**src/rtl/pc_source_unit_if.sv**
```systemverilog
// pc_source_unit_if
//   Bundles the control and datapath signals around the program-counter unit.
//   Clock and reset are plain ports on the unit and are not part of this bundle.
//   master : control/datapath side. It drives the write controls, the candidate
//            targets, the exception requests and the vector byte.
//   slave  : pc_source_unit. It drives pc, epc, exc_rd, exc_addr, exc_cause and busy.
interface pc_source_unit_if #(
    parameter int DATA_W = 32
);
    logic [2:0]        pc_source;
    logic              pc_write;
    logic              pc_write_cond;
    logic              zero;
    logic              branch_ne;
    logic [DATA_W-1:0] jump_address;
    logic [DATA_W-1:0] result;
    logic [DATA_W-1:0] alu_out;
    logic [DATA_W-1:0] mem_data;
    logic [2:0]        exc_req;
    logic [DATA_W-1:0] exc_pc;
    logic [7:0]        mem_byte;
    logic [DATA_W-1:0] pc;
    logic [DATA_W-1:0] epc;
    logic              exc_rd;
    logic [DATA_W-1:0] exc_addr;
    logic [1:0]        exc_cause;
    logic              busy;

    modport master (
        output pc_source, pc_write, pc_write_cond, zero, branch_ne,
               jump_address, result, alu_out, mem_data, exc_req, exc_pc, mem_byte,
        input  pc, epc, exc_rd, exc_addr, exc_cause, busy
    );

    modport slave (
        input  pc_source, pc_write, pc_write_cond, zero, branch_ne,
               jump_address, result, alu_out, mem_data, exc_req, exc_pc, mem_byte,
        output pc, epc, exc_rd, exc_addr, exc_cause, busy
    );
endinterface

```
**src/rtl/pc_source_unit.sv**
```systemverilog
// pc_source_unit
//   Owns the PC and EPC registers. It selects the next PC from jump_address,
//   result, alu_out, mem_data or EPC. A write happens on an unconditional write,
//   or on a branch write whose condition holds. The unit also runs the
//   exception-entry sequence: it captures EPC, reads the handler byte at the
//   vector address, and loads the PC with that byte.
//   Ports: clk (rising edge), reset (async, active-high), bus (slave modport of
//   pc_source_unit_if). All outputs are registered.
//   Optional feature: when PCSRC_MISALIGN_TRAP_EN is defined, a write to a
//   target that is not word aligned traps with cause 3 instead of loading.
//
// state  | meaning
// IDLE   | normal PC writes, exception requests accepted
// VEC_RD | vector read in progress, waiting out the memory latency
// VEC_LD | handler byte valid, PC loaded, return to IDLE
module pc_source_unit #(
    parameter int DATA_W       = 32,
    parameter int RESET_PC     = 0,
    parameter int MEM_LAT      = 1,
    parameter int VEC_OPCODE   = 253,
    parameter int VEC_OVF      = 254,
    parameter int VEC_DIV0     = 255,
    parameter int VEC_MISALIGN = 252
) (
    input  logic               clk,
    input  logic               reset,
    pc_source_unit_if.slave    bus
);
    localparam int CNT_W = $clog2(MEM_LAT + 1);

    typedef enum logic [1:0] {IDLE, VEC_RD, VEC_LD} state_t;

    state_t            state;
    logic [CNT_W-1:0]  cnt;
    logic [DATA_W-1:0] pc_q, epc_q, exc_addr_q;
    logic [1:0]        cause_q;
    logic              exc_rd_q, busy_q;

    logic              we, src_ok, exc_any, trap;
    logic [DATA_W-1:0] target, vec_addr;
    logic [1:0]        cause_n;

    always_comb begin
        we     = bus.pc_write | (bus.pc_write_cond & (bus.zero ^ bus.branch_ne));
        src_ok = 1'b1;
        target = '0;
        case (bus.pc_source)
            3'b000:  target = bus.jump_address;
            3'b001:  target = bus.result;
            3'b010:  target = bus.alu_out;
            3'b011:  target = bus.mem_data;
            3'b100:  target = epc_q;
            default: src_ok = 1'b0;
        endcase

        exc_any = |bus.exc_req;
`ifdef PCSRC_MISALIGN_TRAP_EN
        trap = exc_any | (we & src_ok & (target[1:0] != 2'b00));
`else
        trap = exc_any;
`endif
        // Explicit requests outrank misalignment; among requests, opcode > ovf > div0.
        if (bus.exc_req[0])      cause_n = 2'd0;
        else if (bus.exc_req[1]) cause_n = 2'd1;
        else if (bus.exc_req[2]) cause_n = 2'd2;
        else                     cause_n = 2'd3;

        case (cause_n)
            2'd0:    vec_addr = DATA_W'(VEC_OPCODE);
            2'd1:    vec_addr = DATA_W'(VEC_OVF);
            2'd2:    vec_addr = DATA_W'(VEC_DIV0);
            default: vec_addr = DATA_W'(VEC_MISALIGN);
        endcase
    end

    always_ff @(posedge clk or posedge reset) begin
        if (reset) begin
            state      <= IDLE;
            cnt        <= '0;
            pc_q       <= DATA_W'(RESET_PC);
            epc_q      <= '0;
            exc_addr_q <= '0;
            cause_q    <= 2'd0;
            exc_rd_q   <= 1'b0;
            busy_q     <= 1'b0;
        end else begin
            case (state)
                IDLE: begin
                    if (trap) begin
                        // A misalignment trap records the PC that attempted the jump.
                        epc_q      <= exc_any ? bus.exc_pc : pc_q;
                        cause_q    <= cause_n;
                        exc_addr_q <= vec_addr;
                        cnt        <= CNT_W'(MEM_LAT);
                        exc_rd_q   <= 1'b1;
                        busy_q     <= 1'b1;
                        state      <= VEC_RD;
                    end else if (we && src_ok) begin
                        pc_q <= target;
                    end
                end
                VEC_RD: begin
                    cnt <= cnt - CNT_W'(1);
                    if (cnt == CNT_W'(1)) state <= VEC_LD;
                end
                VEC_LD: begin
                    pc_q     <= DATA_W'(bus.mem_byte);
                    exc_rd_q <= 1'b0;
                    busy_q   <= 1'b0;
                    state    <= IDLE;
                end
                default: state <= IDLE;
            endcase
        end
    end

    assign bus.pc        = pc_q;
    assign bus.epc       = epc_q;
    assign bus.exc_rd    = exc_rd_q;
    assign bus.exc_addr  = exc_addr_q;
    assign bus.exc_cause = cause_q;
    assign bus.busy      = busy_q;
endmodule

```
**src/flat_wrapper.sv**
```systemverilog
// flat-port wrapper written by rule: the top's interface ports become plain ports
module pc_source_unit_flat 
#(
    parameter int DATA_W       = 32,
    parameter int RESET_PC     = 0,
    parameter int MEM_LAT      = 1,
    parameter int VEC_OPCODE   = 253,
    parameter int VEC_OVF      = 254,
    parameter int VEC_DIV0     = 255,
    parameter int VEC_MISALIGN = 252
)
  (clk, reset, bus_pc_source, bus_pc_write, bus_pc_write_cond, bus_zero, bus_branch_ne, bus_jump_address, bus_result, bus_alu_out, bus_mem_data, bus_exc_req, bus_exc_pc, bus_mem_byte, bus_pc, bus_epc, bus_exc_rd, bus_exc_addr, bus_exc_cause, bus_busy);
  pc_source_unit_if #(.DATA_W(DATA_W)) bus_i ();
  input  logic clk;
  input  logic reset;
  input wire logic [$bits(bus_i.pc_source)-1:0] bus_pc_source;
  input wire logic [$bits(bus_i.pc_write)-1:0] bus_pc_write;
  input wire logic [$bits(bus_i.pc_write_cond)-1:0] bus_pc_write_cond;
  input wire logic [$bits(bus_i.zero)-1:0] bus_zero;
  input wire logic [$bits(bus_i.branch_ne)-1:0] bus_branch_ne;
  input wire logic [$bits(bus_i.jump_address)-1:0] bus_jump_address;
  input wire logic [$bits(bus_i.result)-1:0] bus_result;
  input wire logic [$bits(bus_i.alu_out)-1:0] bus_alu_out;
  input wire logic [$bits(bus_i.mem_data)-1:0] bus_mem_data;
  input wire logic [$bits(bus_i.exc_req)-1:0] bus_exc_req;
  input wire logic [$bits(bus_i.exc_pc)-1:0] bus_exc_pc;
  input wire logic [$bits(bus_i.mem_byte)-1:0] bus_mem_byte;
  output wire logic [$bits(bus_i.pc)-1:0] bus_pc;
  output wire logic [$bits(bus_i.epc)-1:0] bus_epc;
  output wire logic [$bits(bus_i.exc_rd)-1:0] bus_exc_rd;
  output wire logic [$bits(bus_i.exc_addr)-1:0] bus_exc_addr;
  output wire logic [$bits(bus_i.exc_cause)-1:0] bus_exc_cause;
  output wire logic [$bits(bus_i.busy)-1:0] bus_busy;
  assign bus_i.pc_source = bus_pc_source;
  assign bus_i.pc_write = bus_pc_write;
  assign bus_i.pc_write_cond = bus_pc_write_cond;
  assign bus_i.zero = bus_zero;
  assign bus_i.branch_ne = bus_branch_ne;
  assign bus_i.jump_address = bus_jump_address;
  assign bus_i.result = bus_result;
  assign bus_i.alu_out = bus_alu_out;
  assign bus_i.mem_data = bus_mem_data;
  assign bus_i.exc_req = bus_exc_req;
  assign bus_i.exc_pc = bus_exc_pc;
  assign bus_i.mem_byte = bus_mem_byte;
  assign bus_pc = bus_i.pc;
  assign bus_epc = bus_i.epc;
  assign bus_exc_rd = bus_i.exc_rd;
  assign bus_exc_addr = bus_i.exc_addr;
  assign bus_exc_cause = bus_i.exc_cause;
  assign bus_busy = bus_i.busy;
  pc_source_unit #(.DATA_W(DATA_W), .RESET_PC(RESET_PC), .MEM_LAT(MEM_LAT), .VEC_OPCODE(VEC_OPCODE), .VEC_OVF(VEC_OVF), .VEC_DIV0(VEC_DIV0), .VEC_MISALIGN(VEC_MISALIGN)) u_core (.clk(clk), .reset(reset), .bus(bus_i));
endmodule
```
**config.mk**
```make
export PLATFORM = sky130hd
export DESIGN_NAME = pc_source_unit_flat
export DESIGN_NICKNAME = d
export VERILOG_FILES = /design/src/rtl/pc_source_unit_if.sv /design/src/rtl/pc_source_unit.sv /design/src/flat_wrapper.sv
export SDC_FILE = /design/constraint.sdc
export NUM_CORES = 1
export LEC_CHECK = 0
export ABC_AREA = 0
export ABC_CLOCK_PERIOD_IN_PS = 6500
export CAP_MARGIN = 20
export CORE_AREA = 2 2 109 111
export CTS_CLUSTER_SIZE = 20
export DETAILED_ROUTE_END_ITERATION = 10
export DIE_AREA = 0 0 111 113
export PLACE_DENSITY = 0.82
export SETUP_SLACK_MARGIN = 0.02
export SYNTH_ARGS = -nofsm -noshare
export SYNTH_HDL_FRONTEND = slang
export SYNTH_SLANG_ARGS = --single-unit
```
**constraint.sdc**
```tcl
create_clock -name clk -period 6.5 [get_ports clk]
set_clock_uncertainty 0.05 [all_clocks]
set_input_delay 1.3 -clock clk [delete_from_list [all_inputs] [get_ports clk]]
set_output_delay 1.3 -clock clk [all_outputs]
set_load 0.05 [all_outputs]
```
# Yosys cells after proc, flatten, opt, wreduce, memory -nomap -nowiden
# Index checks and enable logic that the tools add are counted.
[word_totals]
regBits = 102
inputBits = 180
output_inout_bits = 100
elab_cells = 51
[classes]
addsub = 1
eq_ne = 12
n_mux = 15
bitwise = 3
reduce_logical = 13
[op_table]
columns = ["cell", "n"]
rows = [
  ["one-hot mux 32 bit (5 select lines)", 1],
  ["2-to-1 mux 32 bit", 2],
  ["one-hot mux 32 bit (2 select lines)", 1],
  ["2-to-1 mux 2 bit", 4],
  ["AND reduction 2 bit", 4],
  ["equality test 3 x 2 -> 1 bit (second input constant)", 2],
  ["inequality test 2 x 1 -> 1 bit (second input constant)", 3],
  ["one-hot mux 2 bit (3 select lines)", 1],
  ["OR reduction 5 bit", 1],
  ["equality test 2 x 1 -> 1 bit (second input constant)", 2],
  ["equality test 2 bit (second input constant)", 2],
  ["logical NOT 2 bit", 2],
  ["one-hot mux 1 bit (2 select lines)", 2],
  ["one-hot mux 2 bit (2 select lines)", 1],
  ["nonzero test 2 bit", 2],
  ["equality test 3 x 1 -> 1 bit (second input constant)", 1],
  ["equality test 3 bit (second input constant)", 1],
  ["logical NOT 3 bit", 1],
  ["2-to-1 mux 1 bit", 3],
  ["AND reduction 3 bit", 1],
  ["OR reduction 3 bit", 1],
  ["inequality test 2 bit (second input constant)", 1],
  ["AND 1 bit", 1],
  ["logical AND 1 bit", 1],
  ["3 further kinds", 3],
]

# Longest topological paths before layout
# Gate-level depths: netlist of run 1.
[depth]
word_depth = 7
depth_mapped = 7
mapped_depth_nobuf = 4

# Worst setup path before layout of run 1
# No wires, ideal clock.
[synth_timing]
path_kind = "input-to-reg"
start = "input bus_pc_source[1]"
end = "register u_core.pc_q[10] (netlist: u_core.bus.pc[10])"
setup_time_ns = 0.125
arrival_time_ns = 2.272
required_ns = 6.325
slack_ns = 4.053
cell_stages = 7
n_path_buf = 3
path_cell_list = "buf_4 > o21a_2 > nor2b_1 > buf_4 > a21oi_4 > buf_6 > o2bb2ai_1"
[synth_between]
elab_chain_cells = 6
elab_cells_between_ends = 14
classes_between = "5 x eq/ne; 5 x mux; 4 x reduce/logical"
[synth_lines]
columns = ["element", "line_no", "rtl"]
rows = [
  ["from (decl)", "flat_wrapper.sv:16", "input wire logic [$bits(bus_i.pc_source)-1:0] bus_pc_source;"],
  ["equality test 3 x 1 -> 1 bit, or another cell as far along", "pc_source_unit.sv:47", "case (bus.pc_source)"],
  ["OR reduction 5 bit (no source line)", "-", ""],
  ["2-to-1 mux 1 bit", "pc_source_unit.sv:47", ""],
  ["logical AND 1 bit", "pc_source_unit.sv:98", "end else if (we && src_ok) begin"],
  ["inequality test 2 x 1 -> 1 bit (no source line)", "-", ""],
  ["AND reduction 3 bit (no source line)", "-", ""],
  ["to (signal assigned)", "pc_source_unit.sv:80", "pc_q <= DATA_W'(RESET_PC);"],
  ["to (signal assigned)", "pc_source_unit.sv:99", "pc_q <= target;"],
  ["to (signal assigned)", "pc_source_unit.sv:107", "pc_q <= DATA_W'(bus.mem_byte);"],
  ["to (decl)", "pc_source_unit.sv:35", "logic [DATA_W-1:0] pc_q, epc_q, exc_addr_q;"],
]
# Parallel ways exist; a longest one is shown, timed or not. The select of a mux whose other input is x is not followed.
# A chain may end at the register's enable or synchronous reset.

# Final worst setup path of run 1
[layout_timing]
start = "input bus_exc_req[2]"
end = "register u_core.pc_q[12] (netlist: u_core.bus.pc[12])"
[layout_between]
elab_chain_cells = 3
[layout_lines]
columns = ["element", "line_no", "rtl"]
rows = [
  ["from (decl)", "flat_wrapper.sv:25", "input wire logic [$bits(bus_i.exc_req)-1:0] bus_exc_req;"],
  ["OR reduction 3 bit", "pc_source_unit.sv:56", "exc_any = |bus.exc_req;"],
  ["inequality test 2 bit (no source line)", "-", ""],
  ["AND reduction 3 bit (no source line)", "-", ""],
]
# No other way between the ends.

==> impl_metrics.yaml, run 1 <==
run_status:
  result_of_the_run: "complete, no violations"
die:
  core_region_area_um2: 11270
  floorplan.rows: 39
  initial_utilization_pct: 36.51
  die-area_um2: 12540
  io-pin-count: 280
  dieWidth_um: 111
  dieHeight_um: 113
sta:
  post-route-worst-setup-slack_ps: 3029
  fin_crit_sh_pct: 53.40
  timing.max_slew.rel_slack_pct: 28.05
  grt_setup_unrepaired: "false"
  maxSlewViolCount: 0
  worstMarginPinSlew_ps: 1075
  setup_viol: 0
  final_hold_vios: 0
  fmaxAchievable_mhz: 288.1
  fin_crit_ps: 3471
  setup-tns-final_ps: 0
critical_path:
  crit_path_max_fanout: 24
  worst-r2r-cell-count: 4
  kind_of_launch_point_of_the_worst_setup_path: "primary input"
  cp-end-kind: "register"
  setup.worst_path.class: "in -> reg"
  critical_path_arrival_ps: 3580
  cp.required_ps: 6600
grt:
  gr-usage-met1_pct: 28.22
  met2_usage_pct: 43.60
  grt_util_met3_pct: 5.838
  gr-usage-all-layers_pct: 24.22
  grt-busiest-layer: "met2"
  maximum_number_of_pins_on_one_net_before_global_route_repair: 74
  via_count_of_the_first_global_routing_pass: 4447
  grt_pass1_wl_um: 23870
  gr-total-overflow: 0
  antenna_found_initial: 0
pwr:
  total_power_mw: 2.814
  total_leakage_power_nw: 2.925
  power_per_cell_area_nw_per_um2: 406.0
  irDropWorstVdd_mv: 0.2591
detailed_routing:
  drt-wirelength-per-cell_um: 19.14
  route.detailed.drc: 0
  routed_wl_um: 15390
  drt.antenna.violating_nets: 0
  route.detailed.vias_per_inst: 5.301
  detail_route.first_pass.iterations: 4
  initialDrtViolationCount: 197
  vias: 4262
placed_design:
  dpl_worst_slack_ps: 2687
  port_buffers: 255
  detailed_place_hpwl_um: 11410
  gp_congestion: 0.8343
cells_and_area:
  fillers: 950
  syn_to_final_growth_pct: 68.41
  antennaDiodeCount: 0
  multi_input_combinational_cell_area_um2: 1989
  register_area_um2: 1827
  layout-drive-gt1-share_pct: 4.841
  finalNetCount: 837
logic_synthesis:
  synth_cell_types: 37
  synth.cell_area_um2: 4115
  dominant_combinational_cell_family_by_area_after_synthesis: "compound AO/OA/AOI/OAI gates"
  syn_area_per_cell_um2: 9.798
  post_synth_simple_gate_area_pct: 12.53
  synth_compound_area_share_pct: 25.14
  synth_sequential_area_ratio_pct: 44.39
  post_synthesis_share_of_cell_area_spent_on_full_adders_half_adders_and_majority_gates_pct: 0
  netlist_instances: 420
  synth_seq_cells: 73
  yosys_warnings: 0
  synth_xor_area_share_pct: 0.2128
  synth_mux_area_share_pct: 7.784
cts:
  tritoncts_clock_tree: "done"
  cts_num_sinks: 73
  cts.repair_timing.setup_buffer_count: 0
  clkSlewWorstSetupHoldPaths_ps: 50
  postCtsResizedCells: 0
  cts_buffers: 9
  clock_tree.htree_level_count: 3
  cts_hold_buffers: 0
  clk-insertion-delay-late_ps: 320
  number_of_buffers_between_clock_root_and_the_deepest_sink: 2
  cts.root.buffer_cell: "sky130_fd_sc_hd__clkbuf_16"
job:
  max_cap_violations: 0
hold_path:
  whs_path_depth: 1
  worstHoldPathType: "reg -> reg"
## cell families (layout without fill, tap and decap cells)
kind of cell | Yosys count | in the layout
compound gates | 128 | 128
flops | 73 | 73
simple gates | 121 | 121
buf+inv | 64 | 282
mux | 32 | 32
xor+xnor | 1 | 1
other cells | 1 | 24
## state kept, by name (all words and copies together) (netlist names)
name / flops
u_core.bus.exc_rd: 1
u_core.bus.exc_addr: 3
u_core.state: 2
u_core.bus.exc_cause: 2
u_core.bus.pc: 32
u_core.bus.epc: 32
u_core.cnt: 1
## final timing paths
path,to,start,slack (ps)
max in group asynchronous,u_core.bus.epc[2],reset,4260
min in group asynchronous,u_core.bus.epc[15],reset,1550
max reg2reg,u_core.bus.pc[12],u_core.state[0],4170
min,u_core.state[0],u_core.cnt,430
min reg2reg,u_core.state[0],u_core.cnt,430
max,u_core.bus.pc[12],bus_exc_req[2],3030
## cell usage in the layout (no fill, tap or decap), types with 2 or more instances in the layout
cell and count:
sky130_fd_sc_hd__clkdlybuf4s50_1 254, sky130_fd_sc_hd__nor3b_4 2, sky130_fd_sc_hd__mux2i_1 32, sky130_fd_sc_hd__a31oi_1 8
sky130_fd_sc_hd__dfrtp_1 73, sky130_fd_sc_hd__a221oi_1 24, sky130_fd_sc_hd__nor2b_1 2, sky130_fd_sc_hd__clkbuf_1 2
sky130_fd_sc_hd__nand2b_1 3, sky130_fd_sc_hd__bufinv_16 2, sky130_fd_sc_hd__clkinv_2 2, sky130_fd_sc_hd__a21o_1 2
sky130_fd_sc_hd__nor2_1 2, sky130_fd_sc_hd__o21a_1 2, sky130_fd_sc_hd__nand2_1 105, sky130_fd_sc_hd__o2bb2ai_1 56
sky130_fd_sc_hd__a22o_1 8, sky130_fd_sc_hd__clkbuf_16 9, sky130_fd_sc_hd__inv_1 3, sky130_fd_sc_hd__a21oi_1 4
sky130_fd_sc_hd__or2_2 2, sky130_fd_sc_hd__o21ai_0 10, sky130_fd_sc_hd__buf_4 8, sky130_fd_sc_hd__a211oi_1 8
sky130_fd_sc_hd__conb_1 24
## critical path: stages
cell	delay, ps
sky130_fd_sc_hd__clkdlybuf4s50_1	540
sky130_fd_sc_hd__nor4_1	470
sky130_fd_sc_hd__nor2b_1	700
sky130_fd_sc_hd__a21oi_4	340
sky130_fd_sc_hd__o2bb2ai_1	220
## cell usage after synthesis (all sizes together)
cell     count  area (um^2)
a21o         2        15.01
and2         1        6.260
nor4         1        6.260
a22o         8        70.07
nor2         3        18.77
o22a         1        8.760
mux2i       32        320.3
clkbuf       4        15.01
nor2b        2        12.51
o21a         3        23.77
a31oi        8        50.05
o21ai       12        63.81
nand3        1        5.000
a211oi       8        60.06
a221oi      24        210.2
nand2      105        394.1
or2          2        12.51
a21oi        5        36.29
nor3b        2        31.28
buf         56        375.4
conb         1        3.750
dfrtp       73         1827
nor3         1        10.01
o2bb2ai     56        490.5
nand2b       3        18.77
inv          4        15.01
xor2         1        8.760
o22ai        1        6.260
## per-stage QoR
stage	cell area (um^2)	cells	util, %	hold WS [ps]
5_1_grt	6930	804	61.48	454.0
4_1_cts	6930	804	61.48	431.8
2_1_floorplan	4202	443	-	386.1
3_3_place_gp	6619	789	58.72	392.7
3_5_place_dp	6619	789	58.72	409.5
6_report	6930	804	61.48	431.8
## cell type report
| cell class | count | share of cell area (%) |
|---|---|---|
| sequential | 73 | 26.36 |
| timing repair buffer | 263 | 37.62 |
| clock inverter | 3 | 0.9388 |
| inverter | 4 | 0.2347 |
| tap | 143 | 2.582 |
| multi-input combinational | 306 | 28.71 |
| clock buffer | 12 | 3.557 |
## report_power, final
part	internal, mW	switching, mW	total [mW]
sequential	0.628	0.132	0.760
clock	0.344	0.176	0.520
combinational	0.525	1.01	1.53
## per-layer routing
layer	wire (um)	share of wire, %	vias to the layer above
li1	-	-	1957
met1	6063	39	2083
met2	7991	52	198
met3	1009	6.6	24
met4	325	2.1	0
met5	0	0	-
Note: power is estimated with default switching activity, not from simulation.
==> inputs of run 2 (changes only) <==
--- a/config.mk
+++ b/config.mk
@@ -6,13 +6,13 @@
 export NUM_CORES = 1
 export LEC_CHECK = 0
 export ABC_AREA = 0
-export ABC_CLOCK_PERIOD_IN_PS = 6500
+export ABC_CLOCK_PERIOD_IN_PS = 3250
 export CAP_MARGIN = 20
-export CORE_AREA = 2 2 109 111
+export CORE_MARGIN = 1.5
+export CORE_UTILIZATION = 36
 export CTS_CLUSTER_SIZE = 20
 export DETAILED_ROUTE_END_ITERATION = 10
-export DIE_AREA = 0 0 111 113
-export PLACE_DENSITY = 0.82
+export PLACE_DENSITY = 0.81
 export SETUP_SLACK_MARGIN = 0.02
 export SYNTH_ARGS = -nofsm -noshare
 export SYNTH_HDL_FRONTEND = slang
==> constraint.sdc (replaced) <==
create_clock -name clk -period 3.25 [get_ports clk]
set_clock_uncertainty 0.05 [all_clocks]
set_input_delay 0.65 -clock clk [delete_from_list [all_inputs] [get_ports clk]]
set_output_delay 0.65 -clock clk [all_outputs]
set_load 0.05 [all_outputs]
==> impl_metrics.yaml, run 2 (same netlist as run 1, synthesis figures left out) <==
run_status:
  result_of_the_run: "complete, no violations"
job:
  max_cap_violations: 0
sta:
  timing.max_slew.rel_slack_pct: 45.92
  fin_crit_sh_pct: 79.07
  maxSlewViolCount: 0
  setup_viol: 0
  worstMarginPinSlew_ps: 808.6
  final_hold_vios: 0
  fin_crit_ps: 2570
  holdWs_ps: 421.7
  setup-tns-final_ps: 0
  fmaxAchievable_mhz: 389.1
  grt_setup_unrepaired: "false"
critical_path:
  crit_path_max_fanout: 18
  setup.worst_path.class: "in -> reg"
  cp.required_ps: 3440
  kind_of_launch_point_of_the_worst_setup_path: "primary input"
  critical_path_arrival_ps: 2760
  cp-end-kind: "register"
grt:
  maximum_number_of_pins_on_one_net_before_global_route_repair: 44
  via_count_of_the_first_global_routing_pass: 4349
  grt_pass1_wl_um: 22670
  gr-total-overflow: 0
  antenna_found_initial: 0
  gr-usage-all-layers_pct: 24.92
cells_and_area:
  design_area_um2: 7022
  final_cell_mix: "sky130_fd_sc_hd__clkdlybuf4s50_1, sky130_fd_sc_hd__nand2_1, sky130_fd_sc_hd__dfrtp_1, sky130_fd_sc_hd__o2bb2ai_1, sky130_fd_sc_hd__mux2i_1"
  multi_input_combinational_cell_area_um2: 1989
  layout_commonest_cell: "sky130_fd_sc_hd__clkdlybuf4s50_1"
  antennaDiodeCount: 0
  fin_util_pct: 63.93
  layout-drive-gt1-share_pct: 5.997
  register_area_um2: 1827
  syn_to_final_growth_pct: 70.63
  fillers: 911
  finalNetCount: 842
pwr:
  power_per_cell_area_nw_per_um2: 824.0
  total_power_mw: 5.786
  total_leakage_power_nw: 2.978
  irDropWorstVdd_mv: 0.6050
placed_design:
  detailed_place_hpwl_um: 11820
  gp_congestion: 0.8389
  detailed_place.area_um2: 6678
  port_buffers: 255
detailed_routing:
  drt.antenna.violating_nets: 0
  detail_route.first_pass.iterations: 4
  routed_wl_um: 15300
  initialDrtViolationCount: 179
  drt-wirelength-per-cell_um: 18.96
  route.detailed.drc: 0
  vias: 4239
  route.detailed.vias_per_inst: 5.253
cts:
  clock_tree.htree_level_count: 3
  number_of_buffers_between_clock_root_and_the_deepest_sink: 2
  clk-insertion-delay-late_ps: 320
  cts.root.buffer_cell: "sky130_fd_sc_hd__clkbuf_16"
  tritoncts_clock_tree: "done"
  cts_hold_buffers: 0
  cts.repair_timing.setup_buffer_count: 0
  cts_num_sinks: 73
  postCtsResizedCells: 0
  clkSlewWorstSetupHoldPaths_ps: 60
  cts_buffers: 9
die:
  io-pin-count: 280
  floorplan.rows: 38
  dieWidth_um: 109.9
  die-area_um2: 12080
  initial_utilization_pct: 37.47
  core_region_area_um2: 10980
  dieHeight_um: 109.9
hold_path:
  worstHoldPathType: "reg -> reg"
run 2: worst max-delay path, stage by stage:
cell,delay [ps]
sky130_fd_sc_hd__clkdlybuf4s50_1,560
sky130_fd_sc_hd__nor3_4,740
sky130_fd_sc_hd__buf_4,360
sky130_fd_sc_hd__a22o_1,180
sky130_fd_sc_hd__o21ai_0,80
sky130_fd_sc_hd__a31oi_1,180
run 2: path summary, 6_finish.rpt:
kind | depth (start not counted) | end | slack [ps] | start
max in group asynchronous | 3 | u_core.bus.pc[12] | 1880 | reset
max reg2reg | 5 | u_core.bus.epc[1] | 1150 | u_core.state[0]
min reg2reg | 1 | u_core.state[0] | 420 | u_core.cnt
min in group asynchronous | 2 | u_core.bus.pc[13] | 640 | reset
min | 1 | u_core.state[0] | 420 | u_core.cnt
max | 6 | u_core.bus.pc[7] | 680 | bus_pc_source[2]
run 2: final cells by class:
type | instances | share of cell area, %
Timing Repair Buffer | 268 | 38.03
Tap cell | 140 | 2.495
Sequential cell | 73 | 26.02
Clock buffer | 10 | 3.403
Clock inverter | 6 | 1.497
Multi-Input combinational cell | 306 | 28.33
Inverter | 4 | 0.2316
run 2: report_power, final:
part	internal (mW)	switching, mW	total (mW)	leakage [nW]
clock	0.767	0.372	1.14	0.172
sequential	1.26	0.290	1.55	0.918
combinational	1.08	2.02	3.10	1.89
run 2: stage by stage:
stage                     cells  worst slack [ps]
after floorplan             443             696.7
after global placement      791             503.9
after detailed placement    791             377.7
after CTS                   807             723.6
after global routing        807             576.8
final                       807             680.1
run 2: per-layer routing:
layer	share of wire [%]	wire length [um]	global-route usage (%)
met3	8.4	1290	5.868
met1	39	5925	29.63
met5	0	0	0
met2	52	7900	44.28
met4	1.2	186	7.699
==> inputs of run 3 (changes only) <==
--- a/config.mk
+++ b/config.mk
@@ -6,13 +6,13 @@
 export NUM_CORES = 1
 export LEC_CHECK = 0
 export ABC_AREA = 0
-export ABC_CLOCK_PERIOD_IN_PS = 3250
+export ABC_CLOCK_PERIOD_IN_PS = 2200
 export CAP_MARGIN = 20
 export CORE_MARGIN = 1.5
-export CORE_UTILIZATION = 36
+export CORE_UTILIZATION = 33
 export CTS_CLUSTER_SIZE = 20
 export DETAILED_ROUTE_END_ITERATION = 10
-export PLACE_DENSITY = 0.81
+export PLACE_DENSITY = 0.79
 export SETUP_SLACK_MARGIN = 0.02
 export SYNTH_ARGS = -nofsm -noshare
 export SYNTH_HDL_FRONTEND = slang
==> constraint.sdc (replaced) <==
create_clock -name clk -period 2.2 [get_ports clk]
set_clock_uncertainty 0.05 [all_clocks]
set_input_delay 0.44 -clock clk [delete_from_list [all_inputs] [get_ports clk]]
set_output_delay 0.44 -clock clk [all_outputs]
set_load 0.05 [all_outputs]
==> impl_metrics.yaml, run 3 (same netlist as run 1, synthesis figures left out) <==
run_status:
  result_of_the_run: "complete, no violations"
detailed_routing:
  route.detailed.drc: 0
  drt-wirelength-per-cell_um: 18.08
  routed_wl_um: 15380
  route.detailed.vias_per_inst: 5.099
  initialDrtViolationCount: 133
  vias: 4339
  detail_route.first_pass.iterations: 4
  drt.antenna.violating_nets: 0
cts:
  clock_tree.htree_level_count: 3
  number_of_buffers_between_clock_root_and_the_deepest_sink: 2
  cts.root.buffer_cell: "sky130_fd_sc_hd__clkbuf_16"
  cts_num_sinks: 73
  clkSlewWorstSetupHoldPaths_ps: 60
  postCtsResizedCells: 0
  cts_hold_buffers: 0
  tritoncts_clock_tree: "done"
  clk-insertion-delay-late_ps: 330
  cts.repair_timing.setup_buffer_count: 0
  cts_buffers: 9
cells_and_area:
  design_area_um2: 7236
  syn_to_final_growth_pct: 75.83
  fillers: 1014
  layout_commonest_cell: "sky130_fd_sc_hd__clkdlybuf4s50_1"
  final_cell_count_no_fill: 851
  antennaDiodeCount: 0
  layout-drive-gt1-share_pct: 8.492
  finalNetCount: 858
  final_cell_mix: "sky130_fd_sc_hd__clkdlybuf4s50_1, sky130_fd_sc_hd__nand2_1, sky130_fd_sc_hd__dfrtp_1, sky130_fd_sc_hd__o2bb2ai_1, sky130_fd_sc_hd__mux2i_1"
sta:
  post-route-worst-setup-slack_ps: 108.2
  timing.max_slew.rel_slack_pct: 54.27
  fin_crit_sh_pct: 95.08
  setup-tns-final_ps: 0
  grt_setup_unrepaired: "false"
  final_hold_vios: 0
  fin_crit_ps: 2092
  fmaxAchievable_mhz: 478.1
  maxSlewViolCount: 0
  worstMarginPinSlew_ps: 684.4
  setup_viol: 0
critical_path:
  cpLargestDelayFamily: "buffers and inverters"
  kind_of_launch_point_of_the_worst_setup_path: "register"
  cp.required_ps: 1710
  critPathMaxStageDelay_ps: 850
  setup.worst_path.class: "reg -> out"
  crit_path_max_fanout: 7
  crit_chain: "clkdlybuf4s50_1"
  cp-end-kind: "output pin"
  critical_path_arrival_ps: 1600
  cpMaxStageDelayCell: "sky130_fd_sc_hd__clkdlybuf4s50_1"
  cp_bufs_invs: 1
grt:
  via_count_of_the_first_global_routing_pass: 4594
  gr-usage-all-layers_pct: 23.52
  maximum_number_of_pins_on_one_net_before_global_route_repair: 74
  grt_pass1_wl_um: 23770
  gr-total-overflow: 0
  antenna_found_initial: 0
die:
  initial_utilization_pct: 33.98
  core_region_area_um2: 12110
  io-pin-count: 280
  floorplan.rows: 40
  dieHeight_um: 114.7
  dieWidth_um: 114.7
  die-area_um2: 13150
hold_path:
  worstHoldPathType: "reg -> reg"
pwr:
  total_power_mw: 8.609
  irDropWorstVdd_mv: 0.7259
  total_leakage_power_nw: 3.065
  power_per_cell_area_nw_per_um2: 1190
placed_design:
  port_buffers: 255
  dpl_worst_slack_ps: -268.4
  placed_cells: 835
  detailed_place.area_um2: 6883
  detailed_place_hpwl_um: 11960
  gp_congestion: 0.8584
job:
  max_cap_violations: 0
-- run 3: layer usage --
| metal | vias up | wire [um] | global-route usage, % |
|---|---|---|---|
| met5 | - | 0 | 0 |
| met1 | 2098 | 5856 | 26.51 |
| met4 | 0 | 401 | 9.167 |
| li1 | 2001 | - | - |
| met2 | 212 | 8005 | 42.51 |
| met3 | 28 | 1120 | 5.876 |
-- run 3: final timing paths --
kind	startpoint	to	slack, ps	cells past startpoint
hold / removal	u_core.cnt	u_core.state[0]	430	1
hold reg to reg	u_core.cnt	u_core.state[0]	430	1
max in group asynchronous	reset	u_core.bus.pc[15]	1250	3
setup reg to reg	u_core.state[0]	u_core.bus.pc[2]	400	6
min in group asynchronous	reset	u_core.bus.epc[27]	520	3
setup / recovery	u_core.bus.exc_addr[6]	bus_exc_addr[3]	110	1
-- run 3: layout make-up --
| class | instances | area, um^2 | area share, % |
|---|---|---|---|
| clock buffers | 11 | 242.7 | 3.355 |
| clock inverters | 5 | 102.6 | 1.418 |
| inverters | 4 | 18.77 | 0.2594 |
| multi-input cells | 306 | 1997 | 27.60 |
| flip-flops and latches | 73 | 1827 | 25.25 |
| well taps | 168 | 210.2 | 2.905 |
| repair buffers | 284 | 2838 | 39.22 |
-- run 3: metrics by stage --
stage / hold slack [ps] / utilization, %
finish: 431.4 / 59.74
CTS: 429.5 / 59.68
detailed placement: 422.0 / 56.83
global route: 450.0 / 59.74
floorplan: 386.1 / -
global placement: 392.3 / 56.83
-- run 3: where the power goes --
group	internal, mW	leakage [nW]	switching, mW	total, mW
clock	1.14	0.166	0.557	1.69
combinational	1.65	1.98	3.00	4.64
sequential	1.85	0.918	0.420	2.27
total	4.64	3.06	3.97	8.61
